[src/rtl/lsu_split_access.sv]
// Load/store initiator between execute and data memory. Aligned accesses go out as one
// memory cycle; misaligned half/word accesses are split into byte accesses or rejected.
module lsu_split_access #(
  parameter bit SPLIT_EN = 1'b1
) (
  input  logic        clk,
  input  logic        reset,
  input  logic        req_valid,
  output logic        req_ready,
  input  logic        req_write,
  input  logic [2:0]  req_width,
  input  logic [31:0] req_addr,
  input  logic [31:0] req_wdata,
  output logic        resp_valid,
  output logic [31:0] resp_rdata,
  output logic        resp_error,
  output logic        mem_write_enable,
  output logic [2:0]  mem_width,
  output logic [31:0] mem_addr,
  output logic [31:0] mem_write_data,
  input  logic [31:0] mem_read_data
);

  typedef enum logic [1:0] {StIdle, StAccess, StSplit, StDone} state_e;

  state_e      state_q, state_d;
  logic [1:0]  k_q, k_d;
  logic [31:0] result_q, result_d;
  logic        error_q, error_d;
  logic        split_q, split_d;
  logic        write_q;
  logic [2:0]  width_q;
  logic [31:0] addr_q;
  logic [31:0] wdata_q;

  logic accept;
  logic illegal;
  logic misaligned;
  logic last_byte;

  assign req_ready = (state_q == StIdle) && !reset;
  assign accept    = req_valid && req_ready;

  always_comb begin
    illegal    = (req_width == 3'b011) || (req_width == 3'b110) || (req_width == 3'b111);
    misaligned = 1'b0;
    unique case (req_width[1:0])
      2'b01:   misaligned = req_addr[0];
      2'b10:   misaligned = |req_addr[1:0];
      default: misaligned = 1'b0;
    endcase
  end

  // Halfword splits end at k=1, word splits at k=3.
  assign last_byte = width_q[1] ? (k_q == 2'd3) : (k_q == 2'd1);

  always_comb begin
    state_d  = state_q;
    k_d      = k_q;
    result_d = result_q;
    error_d  = error_q;
    split_d  = split_q;
    unique case (state_q)
      StIdle: begin
        if (accept) begin
          result_d = '0;
          k_d      = '0;
          error_d  = 1'b0;
          split_d  = 1'b0;
          if (illegal) begin
            error_d = 1'b1;
            state_d = StDone;
          end else if (!misaligned) begin
            state_d = StAccess;
          end else if (SPLIT_EN) begin
            split_d = 1'b1;
            state_d = StSplit;
          end else begin
            error_d = 1'b1;
            state_d = StDone;
          end
        end
      end
      StAccess: begin
        if (!write_q) result_d = mem_read_data;
        state_d = StDone;
      end
      StSplit: begin
        if (!write_q) result_d[{k_q, 3'b000} +: 8] = mem_read_data[7:0];
        k_d = k_q + 2'd1;
        if (last_byte) state_d = StDone;
      end
      StDone: begin
        state_d = StIdle;
      end
      default: state_d = StIdle;
    endcase
  end

  always_ff @(posedge clk) begin
    if (reset) begin
      state_q  <= StIdle;
      k_q      <= '0;
      result_q <= '0;
      error_q  <= 1'b0;
      split_q  <= 1'b0;
      write_q  <= 1'b0;
      width_q  <= 3'b010;
      addr_q   <= '0;
      wdata_q  <= '0;
    end else begin
      state_q  <= state_d;
      k_q      <= k_d;
      result_q <= result_d;
      error_q  <= error_d;
      split_q  <= split_d;
      if (accept) begin
        write_q <= req_write;
        width_q <= req_width;
        addr_q  <= req_addr;
        wdata_q <= req_wdata;
      end
    end
  end

  // Memory drive is forced to idle during reset so a reset edge can never commit a write.
  always_comb begin
    mem_write_enable = 1'b0;
    mem_width        = 3'b010;
    mem_addr         = '0;
    mem_write_data   = '0;
    if (!reset) begin
      unique case (state_q)
        StAccess: begin
          mem_write_enable = write_q;
          mem_width        = width_q;
          mem_addr         = addr_q;
          mem_write_data   = wdata_q;
        end
        StSplit: begin
          mem_write_enable = write_q;
          mem_width        = write_q ? 3'b000 : 3'b100;
          mem_addr         = addr_q + {30'b0, k_q};
          mem_write_data   = {24'b0, wdata_q[{k_q, 3'b000} +: 8]};
        end
        default: ;
      endcase
    end
  end

  always_comb begin
    resp_valid = (state_q == StDone) && !reset;
    resp_error = resp_valid && error_q;
    resp_rdata = '0;
    if (resp_valid && !error_q && !write_q) begin
      if (split_q) begin
        unique case (width_q)
          3'b001:  resp_rdata = {{16{result_q[15]}}, result_q[15:0]};
          3'b101:  resp_rdata = {16'b0, result_q[15:0]};
          default: resp_rdata = result_q;
        endcase
      end else begin
        resp_rdata = result_q;
      end
    end
  end

endmodule

[config.mk]
export PLATFORM = sky130hd
export DESIGN_NAME = lsu_split_access
export DESIGN_NICKNAME = d
export VERILOG_FILES = /design/src/rtl/lsu_split_access.sv
export SDC_FILE = /design/constraint.sdc
export NUM_CORES = 1
export LEC_CHECK = 0
export CORE_MARGIN = 4
export CORE_UTILIZATION = 45
export CTS_BUF_LIST = sky130_fd_sc_hd__clkbuf_4 sky130_fd_sc_hd__clkbuf_8
export DETAILED_ROUTE_END_ITERATION = 8
export GPL_ROUTABILITY_DRIVEN = 0
export MAX_ROUTING_LAYER = met4
export PLACE_DENSITY = 0.84
export SETUP_SLACK_MARGIN = 0.1
export SYNTH_ARGS = -nofsm -noshare
export SYNTH_HDL_FRONTEND = slang
export SYNTH_SLANG_ARGS = --single-unit
[constraint.sdc]
create_clock -name clk -period 3.7 [get_ports clk]
set_input_delay 0.74 -clock clk [delete_from_list [all_inputs] [get_ports clk]]
set_output_delay 0.74 -clock clk [all_outputs]
set_load 0.02 [all_outputs]
Yosys cells after proc, flatten, opt, wreduce, memory -nomap -nowiden --
Index checks and enable logic that the tools add are counted.
Storage, ports and cells: register bits 106, latch bits 0, memory bits (writable) 0, memory bits (read-only) 0, output and inout port bits 103, memories 0
Operators by class: $add $sub $neg 3, $mul 0, div/mod/pow operators 0, order comparisons 0, equality and inequality tests 16, shift operators 3, mux-type cells 29, bitwise gates (word level) 0, reductions and logical operators 20
Operators with widths (number):
- $mux W32 | 7
- $pmux W32 S2 | 3
- $pmux W32 S3 | 1
- $add A32 B2 Y32 | 1
- $bwmux W32 | 1
- $shift A8 B7 Y32 const A | 1
- $shiftx A32 B6 Y8 | 1
- $shiftx A8 B7 Y32 | 1
- $mux W2 | 5
- $eq A3 B3 Y1 const B | 3
- $eq A2 B2 Y1 const B | 4
- $ne A2 B2 Y1 const B | 4
- $pmux W2 S4 | 1
- $neg A5 Y7 | 1
- $eq A2 B1 Y1 const B | 3
- $logic_and A1 B1 Y1 | 6
- $mux W1 | 6
- $mux W3 | 2
- $pmux W3 S2 | 1
- $reduce_and A2 Y1 | 3
- $pmux W2 S2 | 1
- $reduce_and A4 Y1 | 1
- $reduce_or A2 Y1 | 2
- $eq A3 B1 Y1 const B | 1
- 8 further kinds | 11

Depth between registers and ports, before layout --
Gate-level depths: netlist of the first run.
depth after elaboration 6, mapped depth 9, mapped depth without buffers 7

Least setup slack after synthesis of the first run --
No wires, ideal clock.
path kind register -> output, start point reg k_q[0], end point out mem_addr[22], arrival 2.284 ns, required time 2.960 ns, path slack 0.676 ns, stages on the path, launching flop included 8, path buffers 1, cells stage by stage dfxtp_1 > ha_1 > fa_1 > nand4_1 > nor4_2 > buf_2 > nand3_1 > o31ai_1
On the way: word-level cells in the longest chain between the ends 3
Ends and longest elaborated chain:
- start: declaration | line 27 | logic [1:0] k_q, k_d;
- start signal: assignment | line 113 | k_q <= k_d;
- $add A32 B2 Y32 | line 143 | mem_addr = addr_q + {30'b0, k_q};
- $pmux W32 S2 | line 133 | unique case (state_q)
- $mux W32 | line 132 | if (!reset) begin
- end: declaration | line 19 | output logic [31:0] mem_addr,
No other way between the ends.

Worst setup path in the final report of the first run --
start point in reset, end point out resp_rdata[18]
On the way: word-level cells in the longest chain between the ends 5
Ends and longest elaborated chain:
- start: declaration | line 7 | input logic reset,
- $logic_not A1 Y1 | line 152 | resp_valid = (state_q == StDone) && !reset;
- $logic_and A1 B1 Y1 | line 152
- $logic_and A1 B1 Y1 (2 in a row) | line 155 | if (resp_valid && !error_q && !write_q) begin
- $mux W32 | line 155
- end: declaration | line 15 | output logic [31:0] resp_rdata,
No other way between the ends.

==> results of run 1 <==
-- worst max-delay path, delay by kind of cell --
kind                   cells  cell delay [ns]
buffers and inverters      3             1.28
AND/OR/NAND/NOR            2             0.55
AO/OA/AOI/OAI              1             0.18
-- synthesized netlist by cell type (all sizes together) (3+ instances only) --
library cell	count	area [um^2]
a21o	3	22.5
a21oi	87	439
a22o	8	70.1
a22oi	11	82.6
a311oi	4	35.0
a31oi	7	43.8
and2	20	125
and3	29	183
buf	18	93.8
clkbuf	48	180
dfxtp	106	2120
ha	15	188
inv	14	52.6
mux4	8	180
nand2	182	683
nand2b	5	31.3
nand3	21	118
nand4	7	43.8
nor2	51	208
nor2b	26	163
nor3	6	41.3
o21ai	128	641
o311ai	5	43.8
o31ai	11	82.6
or3	3	18.8
-- stage by stage --
stage,cell area [um^2],power (mW)
floorplan,6190,2.24
global placement,8440,2.72
detailed placement,8440,2.74
CTS,8690,3.64
global route,8740,3.84
finish,8740,3.64
-- path summary, 6_finish.rpt --
path                from        endpoint
min          wdata_q[21]     wdata_q[21]
max reg2reg   state_q[1]     result_q[5]
max                reset  resp_rdata[18]
min reg2reg  wdata_q[21]     wdata_q[21]
-- metal layers --
layer	global-route usage	wire (um)	vias to the layer above
met2	0.407	9830	282
met3	0.0614	1460	45
met1	0.320	8630	3154
met5	-	0	-
met4	0.0938	658	0
li1	-	-	3359
-- registers in the layout (all words and copies together), names as in the netlist --
name / count
k_q: 2
addr_q: 32
split_q: 1
wdata_q: 32
state_q: 2
width_q: 3
error_q: 1
result_q: 32
write_q: 1
-- area by class of cell --
class                           count  area (um^2)
Inverter                           15         56.3
Multi-Input combinational cell    670         3760
Timing Repair Buffer              238         2330
Sequential cell                   106         2120
Tap cell                          176          220
Clock buffer                       11          145
Clock inverter                      5          108
Antenna cell                        1         2.50
Fill cell                        1209         4610
-- report_power, final --
group	switching [mW]	internal (mW)	total [mW]
sequential	0.169	1.31	1.48
combinational	0.763	0.493	1.26
clock	0.419	0.481	0.900
total	1.35	2.29	3.64
-- logic make-up (layout without fill, tap and decap cells) --
group | count (synthesis) | after routing
AO/OA/AOI/OAI | 276 | 276
XOR/XNOR | 3 | 3
flip-flops | 106 | 106
other | 0 | 1
adder cells (fa/ha/maj) | 16 | 16
multiplexers | 9 | 9
AND/OR/NAND/NOR | 366 | 366
buffers and inverters | 81 | 269
-- repair_timing --
item | in CTS | in global routing
buffers inserted | 0 | 3
hold endpoints to repair | 0 | 0
endpoints found under the setup margin | 23 | 15
pin swaps | 0 | 1
hold buffers | 0 | 0
gates resized for setup | 19 | 10
==> metrics.md, run 1 <==
| Metric | Value |
|---|---|
| Power per cell area | `416 nW/um^2` |
| Sort of element at the end of the critical path | `output pin` |
| Final worst-path setup slack | `0.211 ns` |
| Top library cells by usage in the layout, fill and taps aside | `sky130_fd_sc_hd__nand2_1, sky130_fd_sc_hd__clkdlybuf4s50_1, sky130_fd_sc_hd__o21ai_0` |
| Setup WS pre-CTS | `0.0672 ns` |
| Total global-route track usage | `0.257` |
| Post-synthesis adder-cell area fraction | `0.0336` |
| Delay of the slowest cell on the worst path | `0.65 ns` |
| Post-route clock skew | `around 0.010 ns` |
| Die area | `15700 um^2` |
| Final number of hold-violating endpoints | `0` |
| Placement Rows | `42` |
| Max capacitance violation total | `0` |
| Fmax | `0.287 GHz` |
| Critical path startpoint category | `primary input` |
| Core Region | `13300 um^2` |
| Mapped Area | `between 6000 and 7000 um^2` |
| Unique masters post-synth | `60` |
| Maximum fanout along the worst path | `16` |
| Number of enable-type register cells in the synthesized netlist | `0` |
| WHS | `0.473 ns` |
| Ports placed on the boundary | `206` |
| Layout Area Growth over Synthesis | `41.3%` |
| Share of the cycle needed by the critical path after routing | `0.943` |
| VDD IR-drop max | `0.257 mV` |
| Final Instance Count excl. Fillers | `1222` |
| Clock-pin slew reported for the worst setup and hold paths after clock tree synthesis | `0.10 ns` |
| Worst reg2reg setup slack | `1.26 ns` |
| Clock tree from TritonCTS | `built` |
| Logic depth of the worst register-to-register path | `8` |
| Count of input and output buffers | `205` |
| Critical path class | `primary input to output pin` |
| Final Net Count | `1159` |
| Cell chosen for the clock root | `sky130_fd_sc_hd__clkbuf_8` |
| Later-pin clock latency in the skew report | `just under 0.4 ns` |
| CTS max path bufs | `2` |
| Unrepaired setup endpoints after global routing | `no` |
| Cell count after placement | `1202` |
| Per-instance average area after synthesis | `approximately 7.2 um^2` |
| Number of cells produced by synthesis | `about 860` |
| Fin crit period | `3.49 ns` |
| Outcome | `finished clean` |
| Leak pwr | `3.36 nW` |
| CTS H-Tree Depth | `3` |
| Setup-failing EPs final | `0` |
| Router iterations before antenna repair | `5` |
| Number of antenna violations at the first check in global routing | `1` |
| Dominant combinational cell family by area after synthesis | `simple AND/OR/NAND/NOR gates` |
| Via count | `approximately 6800` |
| Residual antenna-violating net count after detailed routing | `0` |
| Average wire per cell in the routed design | `roughly 17 um` |
| Slew @ Worst Pin | `0.712 ns` |
| Headroom to the max-slew limit | `0.525` |
| Number of pins with negative max-slew slack in the final report | `0` |
| Most frequent cell on the critical path | `sky130_fd_sc_hd__clkdlybuf4s50_1` |
| Cell at the slowest stage of the critical path | `sky130_fd_sc_hd__clkdlybuf4s50_1` |
| Fraction of synthesized cell area in xor and xnor cells | `0.00425` |
| Post-detailed-placement half-perimeter wirelength | `~15000 um` |
| Number of buffers created by CTS | `9` |
| Wire length of the first global-routing pass | `32100 um` |
| Synth Net Count | `976` |
| Iteration-0 DRC count of the detailed router | `718` |
| Sequential element share of the synthesized area | `0.343` |
| Effective utilization at floorplan | `0.464` |
| Via count of the first global-routing pass | `6305` |
| Largest net degree at the start of global routing | `67` |
| Data required, critical path | `approximately 3.0 ns` |
| Top FF cell, synth | `sky130_fd_sc_hd__dfxtp_1` |
| Type of the worst min-delay path | `flop to flop` |
| Horizontal extent of the die | `125 um` |
| Wire length after detailed routing | `20600 um` |
| Synthesized-area fraction occupied by ao, oa, aoi and oai cells | `0.252` |
| DRC violations left | `0` |
| Overflow after GRT | `0` |
| Async set-or-reset flop fraction in the synthesized netlist | `0` |
| Endpoint arrival time on the critical path | `2.75 ns` |
| Number of clock sinks | `between 100 and 150` |
| Post-detailed-route via-to-cell ratio | `5.60` |
| Multiplexer share of the synthesized area | `0.0307` |
| Worst hold path depth | `2` |
| Post-route setup TNS | `0 ns` |
| Y dimension of the die | `125 um` |
| Register bit count reported by yosys | `106` |
| CP Cell Sequence | `clkdlybuf4s50_1, inv_2, nand2_1, or3_4, a21oi_1, clkdlybuf4s50_1` |
| Yosys warning total | `0` |
| Synthesized-area fraction occupied by and/or/nand/nor cells | `0.283` |
| Fraction of final layout cells sized beyond drive strength 1 | `0.0718` |
| Utilization of the core after routing | `0.655` |
Note: power is estimated with default switching activity, not from simulation.
==> run 2, diff against run 1 <==
--- a/config.mk
+++ b/config.mk
@@ -12,7 +12,7 @@
 export GPL_ROUTABILITY_DRIVEN = 0
 export MAX_ROUTING_LAYER = met4
 export PLACE_DENSITY = 0.84
-export SETUP_SLACK_MARGIN = 0.1
+export SETUP_SLACK_MARGIN = 0.02
 export SYNTH_ARGS = -nofsm -noshare
 export SYNTH_HDL_FRONTEND = slang
 export SYNTH_SLANG_ARGS = --single-unit
==> metrics.md, run 2 (same netlist as run 1, synthesis figures left out) <==
| Metric | Value |
|---|---|
| Y dimension of the die | `125 um (unchanged)` |
| Layout Area Growth over Synthesis | `41.4% (about the same)` |
| Headroom to the max-slew limit | `0.528 (+0.00299)` |
| Comb pwr share | `0.345 (about the same)` |
| CTS H-Tree Depth | `3 (unchanged)` |
| Router iterations before antenna repair | `5 (unchanged)` |
| DRC violations left | `0 (unchanged)` |
| Max capacitance violation total | `0 (unchanged)` |
| Internal power | `2.29 mW (about the same)` |
| Number of buffers created by CTS | `9 (unchanged)` |
| CTS max path bufs | `2 (unchanged)` |
| Setup WS pre-CTS | `0.0672 ns (unchanged)` |
| PnR Total Power | `3.64 mW (about the same)` |
| Via count | `6868 (+0.41%)` |
| Setup-failing EPs final | `0 (unchanged)` |
| Overflow after GRT | `0 (unchanged)` |
| Via count of the first global-routing pass | `6291 (-0.22%)` |
| Iteration-0 DRC count of the detailed router | `705 (-1.8%)` |
| Core Region | `13300 um^2 (unchanged)` |
| Post-detailed-route via-to-cell ratio | `5.63 (+0.57%)` |
| Most common cell after layout, fill and taps aside | `sky130_fd_sc_hd__clkdlybuf4s50_1` |
| Fmax | `0.282 GHz (-1.7%)` |
| Largest net degree at the start of global routing | `67 (unchanged)` |
| Unrepaired setup endpoints after global routing | `no` |
| Effective utilization at floorplan | `0.464 (unchanged)` |
| Final number of hold-violating endpoints | `0 (unchanged)` |
| Cell chosen for the clock root | `sky130_fd_sc_hd__clkbuf_8` |
| Clock share of power | `0.248 (about the same)` |
| Power per cell area | `416 nW/um^2 (about the same)` |
| Number of pins with negative max-slew slack in the final report | `0 (unchanged)` |
| Wire length after detailed routing | `20500 um (-0.30%)` |
| Final worst-path setup slack | `0.152 ns (-0.0586 ns)` |
| Area of all placed cells without fillers | `8750 um^2 (about the same)` |
| Sw Pwr | `1.35 mW (about the same)` |
| Critical path startpoint category | `flop` |
| Flip-flop and latch area | `2120 um^2 (unchanged)` |
| Share of the cycle needed by the critical path after routing | `0.959 (+0.0158)` |
| Slew @ Worst Pin | `0.708 ns (-0.00448 ns)` |
| Placed Area | `8440 um^2 (unchanged)` |
| Outcome | `finished clean` |
| Number of clock sinks | `106 (unchanged)` |
| Final Net Count | `1157 (-0.17%)` |
| Power share of the sequential group | `0.407 (about the same)` |
| Die area | `15700 um^2 (unchanged)` |
| Post-route clock skew | `0.0110 ns (+0.000871 ns)` |
| Wire length of the first global-routing pass | `32100 um (about the same)` |
| Placement Rows | `42 (unchanged)` |
| Fin crit period | `3.55 ns (+0.0586 ns)` |
| Ports placed on the boundary | `206 (unchanged)` |
| Endpoint arrival time on the critical path | `2.81 ns (+0.06 ns)` |
| Total area of multi-input combinational cells | `3760 um^2 (unchanged)` |
| Largest registers in the final layout | `addr_q: 32 flops, result_q: 32 flops, wdata_q: 32 flops` |
| Clock tree from TritonCTS | `built` |
| Clock-pin slew reported for the worst setup and hold paths after clock tree synthesis | `0.11 ns (about the same)` |
| Residual antenna-violating net count after detailed routing | `0 (unchanged)` |
| Type of the worst min-delay path | `flop to flop` |
| Post-CTS setup repair buffer count | `0 (unchanged)` |
| Data required, critical path | `2.96 ns (about the same)` |
| Post-route setup TNS | `0 ns (unchanged)` |
| Horizontal extent of the die | `125 um (unchanged)` |
| Maximum fanout along the worst path | `6 (-10)` |
| Number of hold buffers added after cts | `0 (unchanged)` |
| Average wire per cell in the routed design | `16.8 um (-0.14%)` |
| Critical path class | `flop to output pin` |
| Fraction of final layout cells sized beyond drive strength 1 | `0.0700 (-0.00178)` |
| Number of antenna violations at the first check in global routing | `1 (unchanged)` |
| Later-pin clock latency in the skew report | `0.39 ns (about the same)` |
| Switching portion of total power | `0.371 (-0.000419)` |
| Top library cells by usage in the layout, fill and taps aside | `sky130_fd_sc_hd__clkdlybuf4s50_1, sky130_fd_sc_hd__nand2_1, sky130_fd_sc_hd__o21ai_0` |
| Post-detailed-placement half-perimeter wirelength | `14800 um (unchanged)` |
| Leak pwr | `3.37 nW (+0.24%)` |
| Sort of element at the end of the critical path | `output pin` |
| Count of input and output buffers | `205 (unchanged)` |
| Filler cell count in the final layout | `1206 (-0.25%)` |
| Total global-route track usage | `0.257 (about the same)` |
| VDD IR-drop max | `0.259 mV (+0.70%)` |
## run 2: worst paths after layout
path          startpoint      endpoint  slack (ns)  cells past startpoint
max               k_q[0]  mem_addr[14]        0.15                      8
max reg2reg   state_q[1]   result_q[5]        1.27                      8
min reg2reg  wdata_q[21]   wdata_q[21]        0.47                      2
min          wdata_q[21]   wdata_q[21]        0.47                      2
## run 2: layout make-up
class,instances,share of cell area
antenna,1,0.000286
clock buffer,11,0.0166
clock inverter,5,0.0123
inverter,15,0.00644
multi-input combinational,670,0.429
sequential,106,0.243
tap,176,0.0252
timing repair buffer,236,0.267
## run 2: through the flow
stage | std cells | hold WS (ns) | utilization
after floorplan | 857 | 0.431 | -
after global placement | 1202 | 0.444 | 0.633
after detailed placement | 1202 | 0.451 | 0.633
after CTS | 1218 | 0.475 | 0.651
after global routing | 1220 | 0.488 | 0.655
final | 1220 | 0.474 | 0.655
## run 2: per-layer routing
metal	routed length, um	part of all wire	GRT usage	vias to the layer above
met1	8570	0.42	0.321	3156
met3	1520	0.074	0.0614	47
li1	-	-	-	3359
met2	9780	0.48	0.406	306
met4	653	0.032	0.0938	0
met5	0	0	-	-
## run 2: power groups by stage
stage                     clock, mW  combinational (mW)  sequential, mW
after floorplan                   0               0.795            1.45
after global placement            0                1.22            1.49
after detailed placement          0                1.24            1.50
after CTS                     0.921                1.25            1.48
after global routing          0.958                1.38            1.51
final                         0.903                1.26            1.48
## run 2: timing repair
action                     in CTS  in global routing
resized for setup               7                 17
cloned                          0                  1
setup endpoints to repair       8                 35
pin swaps                       0                  1
## run 2: critical path, stage by stage, from the launching register on
cell,delay [ns]
sky130_fd_sc_hd__dfxtp_1,0.37
sky130_fd_sc_hd__ha_2,0.23
sky130_fd_sc_hd__fa_2,0.25
sky130_fd_sc_hd__nand4_1,0.19
sky130_fd_sc_hd__nor4_2,0.26
sky130_fd_sc_hd__buf_4,0.21
sky130_fd_sc_hd__nand2_1,0.05
sky130_fd_sc_hd__o21ai_0,0.20
sky130_fd_sc_hd__clkdlybuf4s50_1,0.65
==> run 3, diff against run 2 <==
--- a/config.mk
+++ b/config.mk
@@ -5,13 +5,15 @@
 export SDC_FILE = /design/constraint.sdc
 export NUM_CORES = 1
 export LEC_CHECK = 0
+export ABC_AREA = 1
 export CORE_MARGIN = 4
 export CORE_UTILIZATION = 45
 export CTS_BUF_LIST = sky130_fd_sc_hd__clkbuf_4 sky130_fd_sc_hd__clkbuf_8
 export DETAILED_ROUTE_END_ITERATION = 8
 export GPL_ROUTABILITY_DRIVEN = 0
 export MAX_ROUTING_LAYER = met4
-export PLACE_DENSITY = 0.84
+export PLACE_DENSITY = 0.83
+export REMOVE_ABC_BUFFERS = 1
 export SETUP_SLACK_MARGIN = 0.02
 export SYNTH_ARGS = -nofsm -noshare
 export SYNTH_HDL_FRONTEND = slang
==> metrics.md, run 3 <==
| Metric | Value |
|---|---|
| Worst reg2reg setup slack | `1.09 ns (-0.18 ns)` |
| Final Net Count | `1381 (+19%)` |
| Wire length of the first global-routing pass | `35100 um (+9.3%)` |
| Slew @ Worst Pin | `0.787 ns (+0.0795 ns)` |
| Post-detailed-route via-to-cell ratio | `5.46 (-3.1%)` |
| Type of the worst min-delay path | `flop to flop` |
| Iteration-0 DRC count of the detailed router | `562 (-20%)` |
| Placement Rows | `44 (+4.8%)` |
| Router iterations before antenna repair | `5 (unchanged)` |
| Leak pwr | `3.40 nW (+0.95%)` |
| Setup WS pre-CTS | `0.246 ns (+0.178 ns)` |
| Via count | `7917 (+15%)` |
| HP Start | `result_q[2]` |
| Placed Area | `8870 um^2 (+5.0%)` |
| Number of clock sinks | `106 (unchanged)` |
| CTS H-Tree Depth | `3 (unchanged)` |
| Number of pins with negative max-slew slack in the final report | `0 (unchanged)` |
| Residual antenna-violating net count after detailed routing | `0 (unchanged)` |
| Final worst-path setup slack | `0.00539 ns (-0.147 ns)` |
| Logic depth of the worst register-to-register path | `8 (unchanged)` |
| Data required, critical path | `2.96 ns (about the same)` |
| Average wire per cell in the routed design | `15.3 um (-8.9%)` |
| Top FF cell, synth | `sky130_fd_sc_hd__dfxtp_1` |
| Outcome | `finished clean` |
| Number of resized instances in the post-cts repair step | `1 (-6)` |
| Fraction of synthesized cell area in xor and xnor cells | `0 (-0.00425)` |
| Effective utilization at floorplan | `0.459 (-0.00486)` |
| Number of buffers created by CTS | `9 (unchanged)` |
| Via count of the first global-routing pass | `7085 (+13%)` |
| Sort of element at the end of the critical path | `output pin` |
| Fraction of final layout cells sized beyond drive strength 1 | `0.0450 (-0.0250)` |
| Count of input and output buffers | `205 (unchanged)` |
| Async set-or-reset flop fraction in the synthesized netlist | `0 (unchanged)` |
| Horizontal extent of the die | `130 um (+3.6%)` |
| Most common cell after layout, fill and taps aside | `sky130_fd_sc_hd__nand2_1` |
| Core Region | `14500 um^2 (+8.9%)` |
| Cell type with the largest total area after synthesis | `sky130_fd_sc_hd__dfxtp_1` |
| Per-instance average area after synthesis | `6.10 um^2 (-15%)` |
| Unique masters post-synth | `36 (-40%)` |
| Synthesized-area fraction occupied by and/or/nand/nor cells | `0.312 (+0.0288)` |
| Die area | `16800 um^2 (+7.2%)` |
| Wire length after detailed routing | `22200 um (+8.3%)` |
| Layout Area Growth over Synthesis | `37.0%` |
| Ports placed on the boundary | `206 (unchanged)` |
| Number of enable-type register cells in the synthesized netlist | `0 (unchanged)` |
| Register bit count reported by yosys | `106 (unchanged)` |
| Share of the cycle needed by the critical path after routing | `0.999 (+0.0397)` |
| Overflow after GRT | `0 (unchanged)` |
| Clock tree from TritonCTS | `built` |
| CTS max path bufs | `2 (unchanged)` |
| Reg2Reg Launch Point | `state_q[0]` |
| Fmax | `0.271 GHz (-4.0%)` |
| Later-pin clock latency in the skew report | `0.40 ns (about the same)` |
| Worst hold path depth | `2 (unchanged)` |
| Synthesized-area fraction occupied by ao, oa, aoi and oai cells | `0.238 (-0.0134)` |
| Critical path startpoint category | `flop` |
| Final number of hold-violating endpoints | `0 (unchanged)` |
| Reg2reg end | `result_q[4]` |
| ANT cells | `0 (-1)` |
| Utilization of the core after routing | `0.628 (-0.0269)` |
| Most frequent cells after synthesis | `sky130_fd_sc_hd__nand2_1, sky130_fd_sc_hd__o21ai_0, sky130_fd_sc_hd__a21oi_1` |
| Area share of the largest cell type after synthesis | `0.318 (-0.0247)` |
| Post-detailed-placement half-perimeter wirelength | `15800 um (+7.0%)` |
| Multiplexer share of the synthesized area | `0 (-0.0307)` |
| Total global-route track usage | `0.264 (+0.00750)` |
| VDD IR-drop max | `0.289 mV (+12%)` |
| Critical path class | `flop to output pin` |
| Fin crit period | `3.69 ns (+0.147 ns)` |
| Largest registers in the final layout | `addr_q: 32 flops, result_q: 32 flops, wdata_q: 32 flops` |
| Maximum fanout along the worst path | `11 (+5)` |
| Post-synthesis adder-cell area fraction | `0.0312 (-0.00241)` |
| Endpoint of the worst hold path | `result_q[2]` |
| Cell count after placement | `1435 (+19%)` |
| Number of antenna violations at the first check in global routing | `0 (-1)` |
| Largest net degree at the start of global routing | `86 (+28%)` |
| Mapped Area | `6670 um^2 (+7.7%)` |
| Yosys warning total | `0 (unchanged)` |
| DRC violations left | `0 (unchanged)` |
| Number of hold buffers added after cts | `0 (unchanged)` |
| Post-CTS setup repair buffer count | `0 (unchanged)` |
| Endpoint arrival time on the critical path | `2.95 ns (+0.14 ns)` |
| Area of all placed cells without fillers | `9130 um^2 (+4.4%)` |
| Setup-failing EPs final | `0 (unchanged)` |
| Max capacitance violation total | `0 (unchanged)` |
| Dominant combinational cell family by area after synthesis | `simple AND/OR/NAND/NOR gates` |
| Y dimension of the die | `130 um (+3.6%)` |
| Headroom to the max-slew limit | `0.475 (-0.0536)` |
| Power per cell area | `436 nW/um^2 (+4.9%)` |
| Post-route clock skew | `0.0146 ns (+0.00367 ns)` |
| Cell chosen for the clock root | `sky130_fd_sc_hd__clkbuf_8` |
| Clock-pin slew reported for the worst setup and hold paths after clock tree synthesis | `0.12 ns (about the same)` |
| Top library cells by usage in the layout, fill and taps aside | `sky130_fd_sc_hd__nand2_1, sky130_fd_sc_hd__clkdlybuf4s50_1, sky130_fd_sc_hd__o21ai_0` |
| Most frequent cell after synthesis | `sky130_fd_sc_hd__nand2_1` |
| Number of cells produced by synthesis | `1092 (+27%)` |
| Synth top area cells | `sky130_fd_sc_hd__dfxtp_1, sky130_fd_sc_hd__nand2_1, sky130_fd_sc_hd__o21ai_0` |
| Sequential element share of the synthesized area | `0.318 (-0.0247)` |
| Unrepaired setup endpoints after global routing | `yes` |
| Final Instance Count excl. Fillers | `1451 (+19%)` |
## run 3: cell count changes after synthesis, sizes merged, moves of 26 or more
cell,previous run,this run
inv,14,98
nand2,182,310
and3,29,0
nor2b,26,0
nor2,51,86
nand3,21,65
a21oi,87,128
## run 3: how the worst max path moves through the flow
stage / slack (ns) / startpoint / end / cells past startpoint
CTS: 0.02 / state_q[1] / mem_addr[5] / 9
global placement: 0.30 / reset / mem_addr[30] / 6
floorplan: 0.03 / state_q[1] / mem_addr[5] / 8
global route: -0.17 / k_q[1] / mem_addr[29] / 11
detailed placement: 0.25 / reset / resp_rdata[30] / 8
finish: 0.005 / k_q[1] / mem_addr[29] / 11
## run 3: cells by family after synthesis
family | count (synthesis)
and+or+nand+nor | 503
AOI/OAI and AO/OA | 297
buffers and inverters | 170
DFF | 106
adders and majority gates | 16
## run 3: final cells by class
type,instances,area (um^2)
Clock buffer,9,124
Fill cell,1342,5400
Tap cell,184,230
Clock inverter,7,93.8
Timing Repair Buffer,229,2280
Multi-Input combinational cell,816,3910
Inverter,100,375
Sequential cell,106,2120
## run 3: stage by stage
| stage | total power [mW] | setup TNS, ns | hold WS (ns) |
|---|---|---|---|
| after floorplan | 2.48 | 0 | 0.439 |
| after global placement | 3.15 | 0 | 0.452 |
| after detailed placement | 3.18 | 0 | 0.455 |
| after CTS | 3.97 | 0 | 0.471 |
| after global routing | 4.25 | -1.09 | 0.487 |
| final | 3.99 | 0 | 0.469 |
## run 3: per-layer routing
layer / vias to the layer above / track usage / part of all wire
li1: 3952 / - / -
met1: 3575 / 0.339 / 0.43
met2: 331 / 0.404 / 0.46
met3: 59 / 0.0663 / 0.082
met4: 0 / 0.0966 / 0.034
met5: - / - / 0
## run 3: critical path, stage by stage (launching register included)
cell                              delay, ns
sky130_fd_sc_hd__dfxtp_1               0.36
sky130_fd_sc_hd__buf_4                 0.18
sky130_fd_sc_hd__ha_1                  0.28
sky130_fd_sc_hd__nand2_1               0.05
sky130_fd_sc_hd__nand2_1               0.10
sky130_fd_sc_hd__nand3_1               0.14
sky130_fd_sc_hd__nor2_2                0.37
sky130_fd_sc_hd__nand3_1               0.12
sky130_fd_sc_hd__nand2_1               0.08
sky130_fd_sc_hd__nand2_1               0.05
sky130_fd_sc_hd__a21oi_1               0.19
sky130_fd_sc_hd__clkdlybuf4s50_1       0.64
## run 3: power breakdown
| group | internal (mW) | switching [mW] | total [mW] | leakage [nW] |
|---|---|---|---|---|
| logic | 0.560 | 1.16 | 1.72 | 2.43 |
| registers | 1.32 | 0.150 | 1.47 | 0.866 |
| clock network | 0.332 | 0.460 | 0.792 | 0.107 |
